`config.mk`:
```
export PLATFORM = sky130hd
export DESIGN_NAME = qk_inst_sequencer_flat
export DESIGN_NICKNAME = d
export VERILOG_FILES = /design/src/rtl/qk_inst_sequencer_pkg.sv /design/src/rtl/qk_inst_sequencer_if.sv /design/src/rtl/qk_inst_sequencer_pack.sv /design/src/rtl/qk_inst_sequencer.sv /design/src/flat_wrapper.sv
export SDC_FILE = /design/constraint.sdc
export NUM_CORES = 1
export LEC_CHECK = 0
export CAP_MARGIN = 15
export CORE_AREA = 5 5 180 182
export CTS_BUF_LIST = sky130_fd_sc_hd__clkbuf_4 sky130_fd_sc_hd__clkbuf_8
export CTS_CLUSTER_DIAMETER = 100
export DETAILED_ROUTE_END_ITERATION = 8
export DIE_AREA = 0 0 185 187
export SLEW_MARGIN = 15
export SYNTH_ARGS = -nofsm -noshare
export SYNTH_HDL_FRONTEND = slang
export SYNTH_SLANG_ARGS = --single-unit
```
`constraint.sdc`:
```
create_clock -name clk -period 5.14 [get_ports clk]
set_input_delay 1.028 -clock clk [delete_from_list [all_inputs] [get_ports clk]]
set_output_delay 1.028 -clock clk [all_outputs]
set_load 0.01 [all_outputs]
```
`src/rtl/qk_inst_sequencer_pkg.sv`:
```
// qk_seq_pkg: shared types and constants for the Q.K instruction sequencer.
// Holds the FSM state encoding, the control-bit bundle fed to the packer and
// the bit/field positions of the 17-bit fullchip inst word.
package qk_seq_pkg;

   typedef enum logic [3:0] {
      IDLE,
      QWR,
      KWR,
      KLOAD,
      GAP1,
      EXEC,
      GAP2,
      DRAIN,
      READ,
      DONE
   } state_t;

   // Control bits of one inst word, before address fields are packed in.
   typedef struct packed {
      logic ofifo_rd;
      logic execute;
      logic load;
      logic qmem_rd;
      logic qmem_wr;
      logic kmem_rd;
      logic kmem_wr;
      logic pmem_rd;
      logic pmem_wr;
   } ctl_t;

   localparam int INST_W        = 17;
   localparam int INST_OFIFO_RD = 16;
   localparam int INST_EXECUTE  = 7;
   localparam int INST_LOAD     = 6;
   localparam int INST_QMEM_RD  = 5;
   localparam int INST_QMEM_WR  = 4;
   localparam int INST_KMEM_RD  = 3;
   localparam int INST_KMEM_WR  = 2;
   localparam int INST_PMEM_RD  = 1;
   localparam int INST_PMEM_WR  = 0;

   localparam int QKADD_LSB   = 12;
   localparam int PADD_LSB    = 8;
   localparam int ADD_FIELD_W = 4;

   // Address counters are narrower than the inst fields and zero-extended.
   localparam int ADD_W = 3;

   // Phase counter width; covers beat counts, col+2 and gap.
   localparam int CNT_W = 8;

endpackage

```
`src/rtl/qk_inst_sequencer_if.sv`:
```
// Host streaming port of the sequencer: valid/ready beat handshake carrying
// one Q or K vector per beat.
interface qk_inst_sequencer_if #(
   parameter int DATA_W = 64
);
   logic              in_valid;
   logic              in_ready;
   logic [DATA_W-1:0] in_data;

   modport master (output in_valid, output in_data, input in_ready);
   modport slave  (input in_valid, input in_data, output in_ready);
endinterface

```
`src/rtl/qk_inst_sequencer_pack.sv`:
```
// qk_inst_pack: combinational packer from control bits and 3-bit addresses
// to the 17-bit fullchip inst word.
module qk_inst_pack
   import qk_seq_pkg::*;
(
   input  ctl_t               ctl_i,
   input  logic [ADD_W-1:0]   qkadd_i,
   input  logic [ADD_W-1:0]   padd_i,
   output logic [INST_W-1:0]  inst_o
);

   // Place each control bit and zero-extended address into its field.
   always_comb begin
      inst_o                              = '0;
      inst_o[INST_OFIFO_RD]               = ctl_i.ofifo_rd;
      inst_o[INST_EXECUTE]                = ctl_i.execute;
      inst_o[INST_LOAD]                   = ctl_i.load;
      inst_o[INST_QMEM_RD]                = ctl_i.qmem_rd;
      inst_o[INST_QMEM_WR]                = ctl_i.qmem_wr;
      inst_o[INST_KMEM_RD]                = ctl_i.kmem_rd;
      inst_o[INST_KMEM_WR]                = ctl_i.kmem_wr;
      inst_o[INST_PMEM_RD]                = ctl_i.pmem_rd;
      inst_o[INST_PMEM_WR]                = ctl_i.pmem_wr;
      inst_o[QKADD_LSB +: ADD_FIELD_W]    = ADD_FIELD_W'(qkadd_i);
      inst_o[PADD_LSB  +: ADD_FIELD_W]    = ADD_FIELD_W'(padd_i);
   end

endmodule

```
`src/rtl/qk_inst_sequencer.sv`:
```
// qk_inst_sequencer: drives the fullchip Q.K datapath through its inst bus.
// Streams Q then K vectors from the host into qmem/kmem, loads K, executes,
// drains ofifo into pmem and (optionally) reads pmem back to the host.
// Optional feature macro: QK_SEQ_READBACK_EN enables the READ phase and the
// rd_valid/rd_data capture path; without it DRAIN goes straight to DONE.
module qk_inst_sequencer
   import qk_seq_pkg::*;
#(
   parameter int bw          = 8,
   parameter int pr          = 8,
   parameter int col         = 8,
   parameter int total_cycle = 8,
   parameter int bw_psum     = 2*bw+4,
   parameter int gap         = 10
) (
   input  logic                    clk,
   input  logic                    reset,
   input  logic                    start,
   qk_inst_sequencer_if.slave      host,
   output logic [pr*bw-1:0]        mem_in,
   output logic [INST_W-1:0]       inst,
   input  logic [bw_psum*col-1:0]  out,
   output logic                    rd_valid,
   output logic [bw_psum*col-1:0]  rd_data,
   output logic                    busy,
   output logic                    done
);

   state_t              state_q;
   logic [CNT_W-1:0]    cnt_q;
   logic [INST_W-1:0]   inst_q;
   logic [pr*bw-1:0]    mem_in_q;
   logic                in_ready_q;
   logic                busy_q;
   logic                done_q;

   ctl_t                ctl_d;
   logic [ADD_W-1:0]    qkadd_d;
   logic [ADD_W-1:0]    padd_d;
   logic [INST_W-1:0]   inst_d;
   logic                accept;

   assign accept        = in_ready_q & host.in_valid;
   assign host.in_ready = in_ready_q;
   assign inst          = inst_q;
   assign mem_in        = mem_in_q;
   assign busy          = busy_q;
   assign done          = done_q;

   // Decode the inst word for the current state/count; registered next edge.
   always_comb begin
      ctl_d   = '0;
      qkadd_d = '0;
      padd_d  = '0;
      case (state_q)
         QWR: begin
            if (accept) begin
               ctl_d.qmem_wr = 1'b1;
               qkadd_d       = cnt_q[ADD_W-1:0];
            end
         end
         KWR: begin
            if (accept) begin
               ctl_d.kmem_wr = 1'b1;
               qkadd_d       = cnt_q[ADD_W-1:0];
            end
         end
         KLOAD: begin
            ctl_d.load = 1'b1;
            if (cnt_q != '0 && cnt_q <= CNT_W'(col)) begin
               ctl_d.kmem_rd = 1'b1;
               qkadd_d       = ADD_W'(cnt_q - CNT_W'(1));
            end
         end
         EXEC: begin
            ctl_d.execute = 1'b1;
            ctl_d.qmem_rd = 1'b1;
            qkadd_d       = cnt_q[ADD_W-1:0];
         end
         DRAIN: begin
            ctl_d.ofifo_rd = 1'b1;
            ctl_d.pmem_wr  = 1'b1;
            padd_d         = cnt_q[ADD_W-1:0];
         end
         READ: begin
            // Final count value is the tail cycle: inst stays 0.
            if (cnt_q < CNT_W'(total_cycle)) begin
               ctl_d.pmem_rd = 1'b1;
               padd_d        = cnt_q[ADD_W-1:0];
            end
         end
         default: ;
      endcase
   end

   qk_inst_pack u_pack (
      .ctl_i   (ctl_d),
      .qkadd_i (qkadd_d),
      .padd_i  (padd_d),
      .inst_o  (inst_d)
   );

   // Sequencer FSM with phase counter and registered outputs.
   // inst/mem_in lag the state by one cycle (word decoded in state S shows
   // up the following cycle); in_ready/busy are set on the transition edge
   // so they line up with the state itself.
   always_ff @(posedge clk) begin
      if (reset) begin
         state_q    <= IDLE;
         cnt_q      <= '0;
         inst_q     <= '0;
         mem_in_q   <= '0;
         in_ready_q <= 1'b0;
         busy_q     <= 1'b0;
         done_q     <= 1'b0;
      end else begin
         inst_q <= inst_d;
         done_q <= 1'b0;
         case (state_q)
            IDLE: begin
               if (start) begin
                  state_q    <= QWR;
                  cnt_q      <= '0;
                  in_ready_q <= 1'b1;
                  busy_q     <= 1'b1;
               end
            end
            QWR: begin
               if (accept) begin
                  mem_in_q <= host.in_data;
                  if (cnt_q == CNT_W'(total_cycle - 1)) begin
                     state_q <= KWR;
                     cnt_q   <= '0;
                  end else begin
                     cnt_q <= cnt_q + CNT_W'(1);
                  end
               end
            end
            KWR: begin
               if (accept) begin
                  mem_in_q <= host.in_data;
                  if (cnt_q == CNT_W'(col - 1)) begin
                     state_q    <= KLOAD;
                     cnt_q      <= '0;
                     in_ready_q <= 1'b0;
                  end else begin
                     cnt_q <= cnt_q + CNT_W'(1);
                  end
               end
            end
            KLOAD: begin
               if (cnt_q == CNT_W'(col + 1)) begin
                  state_q <= GAP1;
                  cnt_q   <= '0;
               end else begin
                  cnt_q <= cnt_q + CNT_W'(1);
               end
            end
            GAP1: begin
               if (cnt_q == CNT_W'(gap - 1)) begin
                  state_q <= EXEC;
                  cnt_q   <= '0;
               end else begin
                  cnt_q <= cnt_q + CNT_W'(1);
               end
            end
            EXEC: begin
               if (cnt_q == CNT_W'(total_cycle - 1)) begin
                  state_q <= GAP2;
                  cnt_q   <= '0;
               end else begin
                  cnt_q <= cnt_q + CNT_W'(1);
               end
            end
            GAP2: begin
               if (cnt_q == CNT_W'(gap - 1)) begin
                  state_q <= DRAIN;
                  cnt_q   <= '0;
               end else begin
                  cnt_q <= cnt_q + CNT_W'(1);
               end
            end
            DRAIN: begin
               if (cnt_q == CNT_W'(total_cycle - 1)) begin
`ifdef QK_SEQ_READBACK_EN
                  state_q <= READ;
`else
                  state_q <= DONE;
`endif
                  cnt_q   <= '0;
               end else begin
                  cnt_q <= cnt_q + CNT_W'(1);
               end
            end
            READ: begin
               if (cnt_q == CNT_W'(total_cycle)) begin
                  state_q <= DONE;
                  cnt_q   <= '0;
               end else begin
                  cnt_q <= cnt_q + CNT_W'(1);
               end
            end
            DONE: begin
               state_q <= IDLE;
               done_q  <= 1'b1;
               busy_q  <= 1'b0;
            end
            default: begin
               state_q <= IDLE;
            end
         endcase
      end
   end

`ifdef QK_SEQ_READBACK_EN
   logic                    rd_pend_q;
   logic                    rd_valid_q;
   logic [bw_psum*col-1:0]  rd_data_q;

   // pmem_rd on inst in cycle c -> out valid in c+1 -> word presented in c+2.
   always_ff @(posedge clk) begin
      if (reset) begin
         rd_pend_q  <= 1'b0;
         rd_valid_q <= 1'b0;
         rd_data_q  <= '0;
      end else begin
         rd_pend_q  <= inst_q[INST_PMEM_RD];
         rd_valid_q <= rd_pend_q;
         if (rd_pend_q) begin
            rd_data_q <= out;
         end
      end
   end

   assign rd_valid = rd_valid_q;
   assign rd_data  = rd_data_q;
`else
   logic unused_out;

   assign unused_out = ^out;
   assign rd_valid   = 1'b0;
   assign rd_data    = '0;
`endif

endmodule
```
`src/flat_wrapper.sv`:
```
// flat-port wrapper written by rule: the top's interface ports become plain ports
module qk_inst_sequencer_flat import qk_seq_pkg::*;
#(
   parameter int bw          = 8,
   parameter int pr          = 8,
   parameter int col         = 8,
   parameter int total_cycle = 8,
   parameter int bw_psum     = 2*bw+4,
   parameter int gap         = 10
)
  (clk, reset, start, mem_in, inst, out, rd_valid, rd_data, busy, done, host_in_valid, host_in_data, host_in_ready);
  qk_inst_sequencer_if host_i ();
  input  logic clk;
  input  logic reset;
  input  logic start;
  output logic [pr*bw-1:0] mem_in;
  output logic [INST_W-1:0] inst;
  input  logic [bw_psum*col-1:0] out;
  output logic rd_valid;
  output logic [bw_psum*col-1:0] rd_data;
  output logic busy;
  output logic done;
  input wire logic [$bits(host_i.in_valid)-1:0] host_in_valid;
  input wire logic [$bits(host_i.in_data)-1:0] host_in_data;
  output wire logic [$bits(host_i.in_ready)-1:0] host_in_ready;
  assign host_i.in_valid = host_in_valid;
  assign host_i.in_data = host_in_data;
  assign host_in_ready = host_i.in_ready;
  qk_inst_sequencer #(.bw(bw), .pr(pr), .col(col), .total_cycle(total_cycle), .bw_psum(bw_psum), .gap(gap)) u_core (.clk(clk), .reset(reset), .start(start), .host(host_i), .mem_in(mem_in), .inst(inst), .out(out), .rd_valid(rd_valid), .rd_data(rd_data), .busy(busy), .done(done));
endmodule
```
# --- Yosys cells after proc, flatten, opt, wreduce, memory -nomap -nowiden ---
# Cells that the tools add are included.
# W data, S select, Z words.
op_classes:
  n_reduce_logical: 18
  mux: 35
  bitwise_logic: 5
  n_eq_ne: 24
  add_sub_neg: 2
  magnitude_cmp: 2
op_table:
  columns: ["operator", "count"]
  rows:
  - ["$mux W4", 11]
  - ["$mux W8", 5]
  - ["$pmux W8 S5", 1]
  - ["$pmux W4 S9", 1]
  - ["$ne A2 B1 Y1 const B", 11]
  - ["$eq A4 B3 Y1 const B", 4]
  - ["$eq A8 B4 Y1 const B", 2]
  - ["$reduce_or A2 Y1", 6]
  - ["$reduce_and A11 Y1", 1]
  - ["$mux W1", 10]
  - ["$mux W3", 3]
  - ["$pmux W3 S3", 1]
  - ["$add A8 B1 Y8 const B", 1]
  - ["$eq A4 B2 Y1 const B", 2]
  - ["$eq A4 B4 Y1 const B", 2]
  - ["$eq A8 B3 Y1 const B", 1]
  - ["$le A8 B4 Y1 const B", 1]
  - ["$lt A8 B4 Y1 const B", 1]
  - ["$reduce_bool A8 Y1", 1]
  - ["$pmux W3 S2", 1]
  - ["$reduce_bool A5 Y1", 1]
  - ["$eq A4 B1 Y1 const B", 1]
  - ["$logic_not A4 Y1", 1]
  - ["$not A1 Y1", 4]
  - ["other kinds (10)", 13]
word_totals:
  ff_bits: 96
  wordCells: 98
  output_inout_bits: 245

# --- Logic depth before layout (Yosys ltp) ---
depth:
  ltp_word: 4
  depth_mapped: 7
  mapped_depth_nobuf: 7

# --- Modules after synthesis ---
# A second synthesis with hierarchy kept.
unflattened:
  cells_unflattened: 651
  hier_area_um2: 5161.2
by_module_without_submodules:
  columns: ["mod", "cells_per_inst", "instances", "area_per_inst_um2", "seq_area_each_um2"]
  rows:
  - ["qk_inst_sequencer", 633, 1, 5029.8, 1921.8]
  - ["qk_inst_pack", 18, 1, 131.4, 0.0]

# --- Worst setup path before layout ---
# No wires, ideal clock.
synth_path:
  path_kind: "input to register"
  startpoint: "in host_in_valid"
  endpoint: "reg u_core.cnt_q[6]"
  arrival_ns: 2.180
  slack_ns: 2.885
  path_buffers: 1
  required_time_ns: 5.065
  path_stages: 6
  cell_sequence: "a21boi_0 -> o21a_1 -> or2_2 -> buf_2 -> a2111o_1 -> a31oi_1"
synth_between:
  elab_chain_cells: 3
synth_rtl:
  columns: ["item", "line_no", "rtl"]
  rows:
  - ["start, declared", "flat_wrapper.sv:23", "input wire logic [$bits(host_i.in_valid)-1:0] host_in_valid;"]
  - ["$and A1 B1 Y1", "qk_inst_sequencer.sv:43", "assign accept = in_ready_q & host.in_valid;"]
  - ["$ne A2 B1 Y1 (no source line)", null, null]
  - ["$reduce_and A3 Y1 (no source line)", null, null]
  - ["end signal, assigned", "qk_inst_sequencer.sv:135", "cnt_q <= cnt_q + CNT_W'(1);"]
  - ["end signal, assigned", "qk_inst_sequencer.sv:147", "cnt_q <= cnt_q + CNT_W'(1);"]
  - ["end signal, assigned", "qk_inst_sequencer.sv:156", "cnt_q <= cnt_q + CNT_W'(1);"]
  - ["end, declared", "qk_inst_sequencer.sv:30", "logic [CNT_W-1:0] cnt_q;"]
# Every way passes these cells.
# A chain may end at the register's enable or synchronous reset.

# --- Final worst setup path ---
layout_path:
  startpoint: "in host_in_valid"
  endpoint: "reg u_core.mem_in_q[35], in the netlist u_core.mem_in[35]"
layout_between:
  elab_chain_cells: 2
layout_rtl:
  columns: ["item", "line_no", "rtl"]
  rows:
  - ["$and A1 B1 Y1", "qk_inst_sequencer.sv:43", null]
  - ["$reduce_and A2 Y1 (no source line)", null, null]
  - ["end signal, assigned", "qk_inst_sequencer.sv:130", "mem_in_q <= host.in_data;"]
  - ["end signal, assigned", "qk_inst_sequencer.sv:141", "mem_in_q <= host.in_data;"]
  - ["end, declared", "qk_inst_sequencer.sv:32", "logic [pr*bw-1:0] mem_in_q;"]
# Every way passes these cells.

==> metrics.md <==
| Metric | Value |
|---|---|
| Most frequent cell after synthesis | `buf_4` |
| CP required | `between 5000 and 6000 ps` |
| Slew headroom | `about 33%` |
| Post-CTS sizing | `0` |
| Main synth FF type | `dfxtp_1` |
| Vias in the first global route | `around 4k` |
| P_leak | `around 2.4 nW` |
| Synth top area cells | `dfxtp_1 (37%), buf_4 (25%), nand2_1 (11%)` |
| Final Skew | `between 20 and 30 ps` |
| Final setup fails | `0` |
| Nets | `a little under 1k` |
| Fraction of layout cells with a size suffix above 1 | `between 4 and 5%` |
| Die Wd | `roughly 190 um` |
| Synth cell count leaders | `buf_4 (166), nand2_1 (144), dfxtp_1 (92)` |
| Crit path DAT | `2960 ps` |
| Mapped Avg Cell Area | `~8 um2` |
| Post-synth EDFFs | `0` |
| Layout area overhead | `28.8%` |
| Final Hold Fails | `0` |
| Routability congestion estimate | `0.724` |
| Fmax achieved | `about 0.38 GHz` |
| Total routed wirelength | `between 10 and 15 mm` |
| Post-synth top area cell | `dfxtp_1` |
| Final worst path period need | `between 2000 and 3000 ps` |
| Overall power | `1.92 mW` |
| GRT met1 Usage | `under 10%` |
| Vias | `4133` |
| Cell count after synthesis | `~640` |
| GRT Total Usage | `~7.5%` |
| Routed WL per cell | `~12 um` |
| H-tree depth | `3` |
| Global routing usage on met3 | `roughly 1.8%` |
| Setup TNS | `0 ps` |
| Detailed Route Iter0 Violations | `193` |
| Global route hottest layer | `met2` |
| CTS Hold Buffers Added | `0` |
| CTS tree | `yes` |
| Post-CTS repair timing setup buffer count | `0` |
| Run status | `finished, final reports clean` |
| Worst setup SP type | `input port` |
| Clk buf depth | `2` |
| Tcrit/Tclk final | `a little over 50%` |
| Ant diodes | `0` |
| Cell area power density | `297 mW/mm2` |
| First-pass GRT wire length | `~21 mm` |
| Fraction of registers with async set/reset | `0%` |
| Syn Std Cell Area | `around 0.005 mm2` |
| Crit Path Class | `input port to register` |
| DR pass1 iterations | `4` |
| Hold_ws | `roughly 460 ps` |
| Clock root buffer | `clkbuf_8` |
| CP Max Fanout | `just under 60` |
| IO Pins | `~470` |
| DIE AREA | `~0.035 mm2` |
| Core ar. | `0.0304 mm2` |
| Reg clk slew, reported paths | `~100 ps` |
| Initial core utilization | `between 15 and 20%` |
| Final WS setup | `2480 ps` |
| Synth Warn # | `0` |
| Least-Margin Pin Slew | `a little over 1000 ps` |
| RSZ-0062 raised after global routing | `false` |
| Drc violations | `0` |
| Die height | `between 150 and 200 um` |
| Post-synth top area share | `36.8%` |
| Largest net degree at the start of global routing | `between 80 and 90` |
| Crit. End Element | `register` |
| Gr ovfl total | `0` |
| Row cnt | `between 60 and 70` |
| Max Slew Vio Count | `0` |
| Met2 usage | `13.6%` |
| Max IR drop VDD | `roughly 130 uV` |
| Finished Core Util | `21.2%` |
| Routed Antenna Nets | `0` |
| Initial antenna violation count | `0` |
| Buffers on Ports | `roughly 150` |
| Register bit total from synthesis | `around 90` |
| Seq/Total Area, Yosys | `36.8%` |
| Worst hold path type | `register to register` |
| Hpwl dp | `about 9.7 mm` |
| Setup WS pre-CTS | `about 2000 ps` |
| MaxCap Viol Count | `0` |
| Cts bufs inserted | `9` |
| Clk Latency, worst-skew pair | `380 ps` |
| Fillcell total | `about 3.4k` |
| Cell variety after synth | `50` |
| Via density | `3.55` |
| CTS sink cnt | `just over 90` |
[worst paths after layout]
path                     start  slack [ps]                 to  cells past startpoint
max              host_in_valid        2480  u_core.mem_in[35]                      6
min          u_core.mem_in[17]         460  u_core.mem_in[17]                      2
max reg2reg  u_core.state_q[2]        2620  u_core.state_q[3]                      5
min reg2reg  u_core.mem_in[17]         460  u_core.mem_in[17]                      2
[cell type report]
class                      instances  area (um2)  share of cell area, %
clock buffer                      11         145                   2.25
tap                              396         495                   7.68
inverter                           7        26.3                  0.407
sequential                        92        1840                   28.5
timing repair buffer             152        1540                   23.8
multi-input combinational        501        2360                   36.6
clock inverter                     5        45.0                  0.698
[per-stage QoR]
step           area, um2  cells
2_1_floorplan       5620    798
3_3_place_gp        6260   1148
3_5_place_dp        6260   1148
4_1_cts             6450   1164
5_1_grt             6450   1164
6_report            6450   1164
[critical path: stages]
cell             delay [ps]
clkdlybuf4s50_1         540
nand2_1                 190
a2111oi_4               570
buf_12                  360
nand2_1                 110
a21oi_1                 120
[layer usage]
layer | vias to the layer above | part of all wire [%]
met5 | - | 0
met4 | 0 | 1.3
met3 | 11 | 8.9
met2 | 207 | 50
met1 | 1910 | 40
li1 | 2005 | -
[kinds of logic (layout without fill, tap and decap cells)]
family          Yosys count  in the layout  share of synthesized area (%)
xor+xnor                  2              2                          0.350
simple gates            220            220                           19.8
flops                    92             92                           36.8
other cells               1            163                         0.0749
buf+inv                 205            175                           28.2
mux                       2              2                          0.400
compound gates          110            110                           13.4
fa+ha+maj                 4              4                           1.00
[flip-flops by register name (all words and copies together), names as in the netlist]
| name | cells |
|---|---|
| u_core.mem_in | 64 |
| u_core.inst | 13 |
| u_core.cnt_q | 8 |
| u_core.state_q | 4 |
| u_core.busy | 1 |
| u_core.done | 1 |
| u_core.host.in_ready | 1 |
[report_power, final]
part / internal [mW] / leakage, nW / total, mW / switching (mW)
Combinational: 0.243 / 1.54 / 0.595 / 0.352
Sequential: 0.760 / 0.743 / 0.820 / 0.0607
Clock: 0.202 / 0.0955 / 0.502 / 0.300
[cell usage in the layout, fill, tap and decap left out, drive strengths merged, types with 6 or more instances in the layout]
| master | n |
|---|---|
| nor3 | 6 |
| o211ai | 6 |
| clkdlybuf4s50 | 148 |
| conb | 163 |
| clkbuf | 11 |
| o21ai | 6 |
| nor2 | 23 |
| nand2 | 144 |
| a31oi | 7 |
| nand2b | 6 |
| inv | 9 |
| a21oi | 73 |
| nand3 | 9 |
| dfxtp | 92 |
(Power assumes the default switching activity.)
